<file path="src/rtl/mem_port_master_if.sv">
`default_nettype none
// ============================================================================
// Module      : mem_port_master_if
// Description : Bundles the command/response handshake of a memory requester
//               together with its memory-controller port.
//               master : the requester (mem_port_master) view
//               slave  : the core + memory-controller environment view
//   cmd_valid/cmd_ready/cmd_we/cmd_addr/cmd_wdata : core command channel
//   rsp_valid/rsp_rdata/rsp_err                   : core response strobe
//   rden/wren/Address/Din                         : requests to controller
//   acq/Dq                                        : grant and RAM read data
// Revision    : 1.0 - initial release
// ============================================================================
interface mem_port_master_if;
  logic       cmd_valid;
  logic       cmd_ready;
  logic       cmd_we;
  logic [7:0] cmd_addr;
  logic [7:0] cmd_wdata;
  logic       rsp_valid;
  logic [7:0] rsp_rdata;
  logic       rsp_err;
  logic       rden;
  logic       wren;
  logic [7:0] Address;
  logic [7:0] Din;
  logic       acq;
  logic [7:0] Dq;

  modport master (
    input  cmd_valid, cmd_we, cmd_addr, cmd_wdata, acq, Dq,
    output cmd_ready, rsp_valid, rsp_rdata, rsp_err, rden, wren, Address, Din
  );

  modport slave (
    output cmd_valid, cmd_we, cmd_addr, cmd_wdata, acq, Dq,
    input  cmd_ready, rsp_valid, rsp_rdata, rsp_err, rden, wren, Address, Din
  );
endinterface
`default_nettype wire

</file>
<file path="src/rtl/mem_port_master.sv">
`default_nettype none
// ============================================================================
// Module      : mem_port_master
// Description : Requester end of one memory-controller port. Accepts core
//               commands (one active + one pending), holds rden/wren until the
//               controller grants with acq, honours the one-cycle read latency
//               of the synchronous RAM and returns a one-cycle response.
//               Requests not granted within TIMEOUT cycles end with rsp_err.
// Ports       : clk   - single clock, rising edge
//               rst_n - asynchronous active-low reset
//               bus   - mem_port_master_if.master (command, response and
//                       controller-port signals)
// Parameters  : TIMEOUT - REQ cycles without acq before abandoning a request
// Revision    : 1.0 - initial release
// ============================================================================
module mem_port_master #(
  parameter logic [7:0] TIMEOUT = 8'd255
) (
  input  wire                  clk,
  input  wire                  rst_n,
  mem_port_master_if.master    bus
);

  typedef enum logic [1:0] {
    S_IDLE   = 2'd0,
    S_REQ    = 2'd1,
    S_RDWAIT = 2'd2,
    S_RESP   = 2'd3
  } state_t;

  state_t     state_q, state_d;

  // Active command
  logic       we_q, we_d;
  logic [7:0] addr_q, addr_d;
  logic [7:0] wdata_q, wdata_d;

  // One-deep pending buffer
  logic       pending_full_q, pending_full_d;
  logic       pend_we_q, pend_we_d;
  logic [7:0] pend_addr_q, pend_addr_d;
  logic [7:0] pend_wdata_q, pend_wdata_d;

  // Grant wait counter and response payload
  logic [7:0] wait_cnt_q, wait_cnt_d;
  logic [7:0] rdata_q, rdata_d;
  logic       err_q, err_d;

  logic       xfer;
  logic [7:0] wait_inc;
  logic       rden_o, wren_o;
  logic [7:0] address_o, din_o;

  assign xfer     = bus.cmd_valid & ~pending_full_q;
  assign wait_inc = wait_cnt_q + 8'd1;

  always_comb begin
    state_d        = state_q;
    we_d           = we_q;
    addr_d         = addr_q;
    wdata_d        = wdata_q;
    pending_full_d = pending_full_q;
    pend_we_d      = pend_we_q;
    pend_addr_d    = pend_addr_q;
    pend_wdata_d   = pend_wdata_q;
    wait_cnt_d     = wait_cnt_q;
    rdata_d        = rdata_q;
    err_d          = err_q;
    rden_o         = 1'b0;
    wren_o         = 1'b0;
    address_o      = 8'd0;
    din_o          = 8'd0;

    // Any command accepted while busy (REQ, RDWAIT or RESP) is parked in the
    // pending slot; it can only be accepted when that slot is empty.
    if (xfer && (state_q != S_IDLE)) begin
      pending_full_d = 1'b1;
      pend_we_d      = bus.cmd_we;
      pend_addr_d    = bus.cmd_addr;
      pend_wdata_d   = bus.cmd_wdata;
    end

    case (state_q)
      S_IDLE: begin
        // A command parked during the previous RESP is served before any new
        // one; cmd_ready is low meanwhile, so no transfer can collide.
        if (pending_full_q) begin
          we_d           = pend_we_q;
          addr_d         = pend_addr_q;
          wdata_d        = pend_wdata_q;
          pending_full_d = 1'b0;
          wait_cnt_d     = 8'd0;
          state_d        = S_REQ;
        end else if (xfer) begin
          we_d       = bus.cmd_we;
          addr_d     = bus.cmd_addr;
          wdata_d    = bus.cmd_wdata;
          wait_cnt_d = 8'd0;
          state_d    = S_REQ;
        end
      end

      S_REQ: begin
        rden_o    = ~we_q;
        wren_o    = we_q;
        address_o = addr_q;
        din_o     = wdata_q;
        if (bus.acq) begin
          // A grant always wins, even in the cycle the counter would expire.
          if (we_q) begin
            rdata_d = 8'd0;
            err_d   = 1'b0;
            state_d = S_RESP;
          end else begin
            state_d = S_RDWAIT;
          end
        end else begin
          // The counter holds the number of ungranted REQ cycles so far,
          // including this one once incremented.
          wait_cnt_d = wait_inc;
          if (wait_inc == TIMEOUT) begin
            rdata_d = 8'd0;
            err_d   = 1'b1;
            state_d = S_RESP;
          end
        end
      end

      S_RDWAIT: begin
        // RAM q becomes valid one cycle after the granted read edge.
        rden_o    = 1'b1;
        address_o = addr_q;
        din_o     = wdata_q;
        rdata_d   = bus.Dq;
        err_d     = 1'b0;
        state_d   = S_RESP;
      end

      S_RESP: begin
        if (pending_full_q) begin
          we_d           = pend_we_q;
          addr_d         = pend_addr_q;
          wdata_d        = pend_wdata_q;
          pending_full_d = 1'b0;
          wait_cnt_d     = 8'd0;
          state_d        = S_REQ;
        end else begin
          state_d = S_IDLE;
        end
      end

      default: begin
        state_d = S_IDLE;
      end
    endcase
  end

  always_ff @(posedge clk or negedge rst_n) begin
    if (!rst_n) begin
      state_q        <= S_IDLE;
      we_q           <= 1'b0;
      addr_q         <= 8'd0;
      wdata_q        <= 8'd0;
      pending_full_q <= 1'b0;
      pend_we_q      <= 1'b0;
      pend_addr_q    <= 8'd0;
      pend_wdata_q   <= 8'd0;
      wait_cnt_q     <= 8'd0;
      rdata_q        <= 8'd0;
      err_q          <= 1'b0;
    end else begin
      state_q        <= state_d;
      we_q           <= we_d;
      addr_q         <= addr_d;
      wdata_q        <= wdata_d;
      pending_full_q <= pending_full_d;
      pend_we_q      <= pend_we_d;
      pend_addr_q    <= pend_addr_d;
      pend_wdata_q   <= pend_wdata_d;
      wait_cnt_q     <= wait_cnt_d;
      rdata_q        <= rdata_d;
      err_q          <= err_d;
    end
  end

  // All outputs decode from reset flops so they drop as soon as rst_n falls.
  assign bus.cmd_ready = ~pending_full_q;
  assign bus.rsp_valid = (state_q == S_RESP);
  assign bus.rsp_rdata = (state_q == S_RESP) ? rdata_q : 8'd0;
  assign bus.rsp_err   = (state_q == S_RESP) & err_q;
  assign bus.rden      = rden_o;
  assign bus.wren      = wren_o;
  assign bus.Address   = address_o;
  assign bus.Din       = din_o;

endmodule
`default_nettype wire

</file>
<file path="src/flat_wrapper.sv">
// flat-port wrapper written by rule: the top's interface ports become plain ports
module mem_port_master_flat 
#(
  parameter logic [7:0] TIMEOUT = 8'd255
)
  (clk, rst_n, bus_cmd_valid, bus_cmd_we, bus_cmd_addr, bus_cmd_wdata, bus_acq, bus_Dq, bus_cmd_ready, bus_rsp_valid, bus_rsp_rdata, bus_rsp_err, bus_rden, bus_wren, bus_Address, bus_Din);
  mem_port_master_if bus_i ();
  input  wire clk;
  input  wire rst_n;
  input wire logic [$bits(bus_i.cmd_valid)-1:0] bus_cmd_valid;
  input wire logic [$bits(bus_i.cmd_we)-1:0] bus_cmd_we;
  input wire logic [$bits(bus_i.cmd_addr)-1:0] bus_cmd_addr;
  input wire logic [$bits(bus_i.cmd_wdata)-1:0] bus_cmd_wdata;
  input wire logic [$bits(bus_i.acq)-1:0] bus_acq;
  input wire logic [$bits(bus_i.Dq)-1:0] bus_Dq;
  output wire logic [$bits(bus_i.cmd_ready)-1:0] bus_cmd_ready;
  output wire logic [$bits(bus_i.rsp_valid)-1:0] bus_rsp_valid;
  output wire logic [$bits(bus_i.rsp_rdata)-1:0] bus_rsp_rdata;
  output wire logic [$bits(bus_i.rsp_err)-1:0] bus_rsp_err;
  output wire logic [$bits(bus_i.rden)-1:0] bus_rden;
  output wire logic [$bits(bus_i.wren)-1:0] bus_wren;
  output wire logic [$bits(bus_i.Address)-1:0] bus_Address;
  output wire logic [$bits(bus_i.Din)-1:0] bus_Din;
  assign bus_i.cmd_valid = bus_cmd_valid;
  assign bus_i.cmd_we = bus_cmd_we;
  assign bus_i.cmd_addr = bus_cmd_addr;
  assign bus_i.cmd_wdata = bus_cmd_wdata;
  assign bus_i.acq = bus_acq;
  assign bus_i.Dq = bus_Dq;
  assign bus_cmd_ready = bus_i.cmd_ready;
  assign bus_rsp_valid = bus_i.rsp_valid;
  assign bus_rsp_rdata = bus_i.rsp_rdata;
  assign bus_rsp_err = bus_i.rsp_err;
  assign bus_rden = bus_i.rden;
  assign bus_wren = bus_i.wren;
  assign bus_Address = bus_i.Address;
  assign bus_Din = bus_i.Din;
  mem_port_master #(.TIMEOUT(TIMEOUT)) u_core (.clk(clk), .rst_n(rst_n), .bus(bus_i));
endmodule
</file>
<file path="config.mk">
export PLATFORM = sky130hd
export DESIGN_NAME = mem_port_master_flat
export DESIGN_NICKNAME = d
export VERILOG_FILES = /design/src/rtl/mem_port_master_if.sv /design/src/rtl/mem_port_master.sv /design/src/flat_wrapper.sv
export SDC_FILE = /design/constraint.sdc
export NUM_CORES = 1
export LEC_CHECK = 0
export ABC_AREA = 1
export CORE_MARGIN = 2
export CORE_UTILIZATION = 35
export CTS_BUF_LIST = sky130_fd_sc_hd__clkbuf_16
export DETAILED_ROUTE_END_ITERATION = 8
export MAX_ROUTING_LAYER = met4
export RECOVER_POWER = 25
export SYNTH_ARGS = -nofsm -noshare
export SYNTH_HDL_FRONTEND = slang
export SYNTH_SLANG_ARGS = --single-unit
</file>
<file path="constraint.sdc">
create_clock -name clk -period 4.7 [get_ports clk]
set_clock_uncertainty 0.05 [all_clocks]
set_input_delay 1.175 -clock clk [delete_from_list [all_inputs] [get_ports clk]]
set_output_delay 1.175 -clock clk [all_outputs]
set_load 0.01 [all_outputs]
</file>
==> run metrics, run 1 <==
status=finished, violations left; failing checks=max-capacitance violations, max-slew violations; Least-Margin Pin Slew=1.75 ns; Wirelength per Cell=~12 um; flops & latches, synth=54; Worst-path clk slew=0.07 ns; largest net degree at the start of global routing=33; CP Class=flop to primary output; post-CTS repair timing setup buffer count=0; First-pass DRT Iterations=4; proportion of layout cells with a drive suffix above 1=0.0922; drt via density=~4.7; root buf cell=clkbuf_16; Final Core Density=0.465; via count=2436; Overflow after GRT=0; post_cts resized=0; Skew-Pair Late Insertion Delay=0.29 ns; full die area=just under 9000 sq um; CTS tree=yes; first-pass GRT wire length=10200 um; Worst Path Arrival=2.32 ns; post-route ant nets=0; Final Cycle Share=0.754; Row Count=32; clk sinks=54; gpl congestion=~0.83; post-synthesis sequential area ratio=0.474; Core ar.=7810 sq um; Cells after Synth=359; total of max-cap violations=1; largest cells by area after synthesis=dfrtp_1 (47%), nand2_1 (14%), inv_1 (7.5%); RSZ-0062 raised after global routing=no; Top Ports=58; Die Y=94.2 um; syn nets=395; CTS buffer count=5; Avg Cell Area, Syn=7.94 sq um; Detailed Route WL=6240 um; I/O Buffers=57; VDD IR max=337 uV; initial antenna violation count=0; vias in the first global route=2292; synth warn=0; gr usage total=0.149; die width=94.2 um; Layout Nets=447; worst min path class=flop to flop; Netlist cell types=24; DPL Wire Length=4350 um; Startpoint Class=flop; PD cells=673 nW/um^2; Worst slew margin=-0.167; peak fanout along the critical path=18; Antenna diodes=0; Area Overhead vs Synth=27.4%; Final Setup Violations=0; H-tree Lvls=2; final hold vios=0; CTS Buffer Depth=2; First DRT Iteration DRCs=100; Max Slew Vio Count=33; Achievable Freq=282 MHz; setup tns final=0 ns; initial core utilization=0.365; Post-Syn Area=roughly 2800 sq um; CP endpoint kind=primary output; Worst Path Required=3.47 ns; Synth area leader=dfrtp_1; # DRC=0; Leakage Power=1.84 nW; Synth top area share=0.474; Final min period=3.54 ns; CTS Hold Bufs=0
==> per-layer routing <==
metal | vias to the layer above | share of wire | routed length (um) | GRT usage
met4 | 0 | 0.012 | 76 | 0.0423
met2 | 57 | 0.49 | 3040 | 0.246
li1 | 1221 | - | - | -
met5 | - | 0 | 0 | -
met3 | 11 | 0.039 | 241 | 0.0257
met1 | 1147 | 0.46 | 2880 | 0.188
==> power breakdown <==
| part | internal (mW) | switching [mW] | total, mW |
|---|---|---|---|
| Clock | 0.196 | 0.167 | 0.363 |
| Sequential | 0.656 | 0.122 | 0.778 |
| Combinational | 0.573 | 0.730 | 1.30 |
| Total | 1.43 | 1.02 | 2.44 |
==> path summary, 6_finish.rpt <==
check | from | to | slack (ns) | depth (start not counted)
max in group asynchronous | rst_n | u_core.pend_addr_q[4] | 1.27 | 2
setup reg to reg | u_core.state_q[1] | u_core.rdata_q[7] | 2.32 | 7
min in group asynchronous | rst_n | u_core.pend_wdata_q[0] | 1.10 | 1
hold reg to reg | u_core.rdata_q[4] | u_core.rdata_q[4] | 0.42 | 2
setup / recovery | u_core.state_q[1] | bus_rden | 1.16 | 5
hold / removal | u_core.rdata_q[4] | u_core.rdata_q[4] | 0.42 | 2
==> state kept, by name, indices dropped and copies added (netlist names) <==
signal,count
u_core.wait_cnt_q,8
u_core.rdata_q,8
u_core.pend_we_q,1
u_core.state_q,2
u_core.wdata_q,8
u_core.pend_addr_q,8
u_core.pend_wdata_q,8
u_core.pending_full_q,1
u_core.we_q,1
u_core.err_q,1
u_core.addr_q,8
==> critical path: stages, from the launching register on <==
cell             delay, ns
dfrtp_1               0.40
inv_1                 0.10
ha_1                  0.67
inv_1                 0.18
nor2_1                0.13
clkdlybuf4s50_1       0.53
==> area by class of cell <==
class                           count  area [sq um]
Clock buffer                        5           125
Inverter                           59           221
Timing Repair Buffer               61           591
Fill cell                         781          4180
Multi-Input combinational cell    230          1200
Sequential cell                    54          1350
Tap cell                          102           128
Clock inverter                      3          17.5
==> cells in the mapped netlist <==
library cell    n
nor3_4          1
clkbuf_1        7
o31ai_1         1
nand3_2         1
nand4_1         3
nand2_1       105
nor2_1         26
buf_6           1
ha_1            7
nand3_1        15
mux2_2         14
a21oi_2         1
o21ai_0        29
o21bai_2        2
buf_4           2
a21oi_1         4
dfrtp_1        54
inv_1          57
a211oi_1        1
inv_2           2
buf_2           6
a31oi_1        14
nor2_2          1
nand2_2         5
==> placed cells by master (no fill, tap or decap) <==
cell type          n
nor2_1            26
o21ai_0           29
clkbuf_1           2
inv_1             58
mux2_2            14
ha_1               7
nand4_1            3
clkbuf_16          5
a21oi_1            3
clkinv_2           1
a31oi_1           14
nor3_4             1
buf_4              3
nand2_1          105
nor2_2             1
inv_2              2
nand3_2            1
clkdlybuf4s50_1   56
o31ai_1            1
a211oi_1           1
o21bai_2           2
clkinv_4           1
nand3_1           15
a21oi_2            2
nand2_2            5
dfrtp_1           54
==> metrics by stage <==
stage	std cells	cell area, sq um	hold slack [ns]	power (mW)	setup slack (ns)
after floorplan	359	2850	0.392	1.59	2.18
after global placement	506	3490	0.405	2.08	1.49
after detailed placement	506	3490	0.409	2.11	1.44
after CTS	514	3640	0.426	2.47	1.11
after global routing	514	3630	0.447	2.65	0.762
final	514	3630	0.422	2.44	1.16
==> logic make-up after synthesis <==
group / share of synthesized area
AND/OR/NAND/NOR: 0.228
flip-flops: 0.474
AO/OA/AOI/OAI: 0.105
multiplexers: 0.0553
adder cells (fa/ha/maj): 0.0307
buffers and inverters: 0.107
(Power assumes the default switching activity.)
==> inputs of run 2 (changes only) <==
==> constraint.sdc (replaced) <==
create_clock -name clk -period 3.7 [get_ports clk]
set_clock_uncertainty 0.05 [all_clocks]
set_input_delay 0.925 -clock clk [delete_from_list [all_inputs] [get_ports clk]]
set_output_delay 0.925 -clock clk [all_outputs]
set_load 0.01 [all_outputs]
==> run 2 against run 1 <==
The run still ends with max-capacitance violations, max-slew violations left. Die area stayed put. Core utilization rose by 0.45 points. Setup slack got worse by 0.78 ns. Power rose by 31%. Sequential power is 26% higher. First-iteration DRC count shrank 34%. Hold slack gained 0.0011 ns. Global-route usage increased by 1.2 points. Via count decreased by 1.0%. Final area is 0.97% higher. Largest power group unchanged. Highest routed layer unchanged.
==> run metrics, run 2 (same netlist as run 1, synthesis figures left out) <==
proportion of layout cells with a drive suffix above 1=0.0993 (+0.00704); root buf cell=clkbuf_16; post_cts resized=0 (unchanged); worst min path class=flop to flop; total of max-cap violations=1 (unchanged); Layout Cells excl Fill=515 (+0.19%); Final Worst Setup Slack=0.379 ns (-0.777 ns); initial antenna violation count=0 (unchanged); HP Start=u_core.rdata_q[4]; top routing layer used=met4; CP Class=flop to primary output; final hold vios=0 (unchanged); Skew-Pair Late Insertion Delay=0.29 ns (about the same); Detailed Route WL=6320 um (+1.3%); Layout Nets=448 (+0.22%); CTS Hold Bufs=0 (unchanged); H-tree Lvls=2 (unchanged); post-CTS repair timing setup buffer count=0 (unchanged); peak fanout along the critical path=18 (unchanged); Final Cycle Share=0.898; via count=2411 (-1.0%); Place WS=0.663 ns (-0.776 ns); Core ar.=7810 sq um (unchanged); Tot Pwr=3.19 mW (+31%); full die area=8880 sq um (unchanged); Achievable Freq=roughly 300 MHz; status=finished, violations left; First DRT Iteration DRCs=66 (-34%); I/O Buffers=57 (unchanged); Leakage Power=1.85 nW (+0.91%); Worst Path Required=2.72 ns (-0.75 ns); initial core utilization=0.365 (unchanged); Worst Path Arrival=2.35 ns (+0.03 ns); WL met3=310 um (+29%); post-route ant nets=0 (unchanged); VDD IR max=468 uV (+39%); hold path depth=2 (unchanged); largest net degree at the start of global routing=30 (-9.1%); commonest non-fill, non-tap cell in the layout=nand2_1; Wirelength per Cell=12.3 um (+1.1%); Least-Margin Pin Slew=1.54 ns (-0.213 ns); vias in the first global route=2437 (+6.3%); CTS tree=yes; R2R cell count=7 (unchanged); Top Ports=58 (unchanged); # DRC=0 (unchanged); Antenna diodes=0 (unchanged); First-pass DRT Iterations=4 (unchanged); Worst R2R End=u_core.rdata_q[5]; Hold EP=u_core.rdata_q[4]; CP endpoint kind=primary output; CTS Buffer Depth=2 (unchanged); Die Y=94.2 um (unchanged); gr usage total=0.160 (+0.0118); drt via density=4.68 (-1.2%); r2r startpoint=u_core.state_q[0]; Max Slew Vio Count=30 (-9.1%); M1 WL=2860 um (-0.49%); Worst-path clk slew=0.07 ns (about the same); first-pass GRT wire length=11000 um (+7.0%); failing checks=max-capacitance violations, max-slew violations; setup tns final=0 ns (unchanged); clk sinks=54 (unchanged); gpl congestion=0.766 (-7.9%); placed cell count=507 (+0.20%); PD cells=871 nW/um^2 (+29%); WL met2=3090 um (+1.5%); most frequent cells in the layout=nand2_1 (105), inv_1 (57), clkdlybuf4s50_1 (56); Final Setup Violations=0 (unchanged); setup slack, reg-to-reg=1.31 ns (-1.01 ns); CTS buffer count=5 (unchanged); Final min period=between 3 and 4 ns; Area Overhead vs Synth=28.7%; RSZ-0062 raised after global routing=no; DPL Wire Length=4370 um (+0.31%); die width=94.2 um (unchanged); Worst slew margin=-0.0242 (+0.142); Row Count=32 (unchanged); Overflow after GRT=0 (unchanged); Startpoint Class=flop
run 2: how the worst max path moves through the flow:
stage                      start        endpoint  slack, ns  depth (start not counted)
2_1_floorplan  u_core.state_q[0]  bus_Address[4]       1.43                          6
3_3_place_gp   u_core.state_q[0]        bus_rden       0.71                          5
3_5_place_dp   u_core.state_q[0]        bus_rden       0.66                          5
4_1_cts        u_core.state_q[0]        bus_rden       0.34                          5
5_1_grt        u_core.state_q[0]        bus_rden       0.21                          5
6_report       u_core.state_q[0]        bus_rden       0.38                          5
run 2: worst max-delay path, stage by stage (launching register included):
cell,delay [ns]
dfrtp_1,0.40
inv_1,0.10
ha_1,0.69
inv_1,0.19
nor2_1,0.14
clkdlybuf4s50_1,0.54
run 2: report_power, final:
part           switching, mW  internal [mW]  total (mW)
sequential             0.150          0.833       0.983
clock                  0.224          0.321       0.545
combinational          0.932          0.734        1.67
total                   1.31           1.89        3.19
run 2: cell type report:
type | instances | area, sq um
Clock buffer | 5 | 125
Clock inverter | 3 | 43.8
Fill cell | 788 | 4140
Inverter | 59 | 221
Multi-Input combinational cell | 230 | 1200
Sequential cell | 54 | 1350
Tap cell | 102 | 128
Timing Repair Buffer | 62 | 599
run 2: metrics by stage:
stage / hold WS (ns) / instance area, sq um / utilization
global placement: 0.405 / 3500 / 0.448
CTS: 0.427 / 3670 / 0.470
global route: 0.457 / 3670 / 0.470
floorplan: 0.392 / 2850 / -
finish: 0.423 / 3670 / 0.470
detailed placement: 0.409 / 3500 / 0.448
run 2: layer usage:
| metal | vias to the layer above | global-route usage |
|---|---|---|
| li1 | 1226 | - |
| met1 | 1129 | 0.193 |
| met2 | 52 | 0.271 |
| met3 | 4 | 0.0409 |
| met4 | 0 | 0.0374 |
| met5 | - | - |
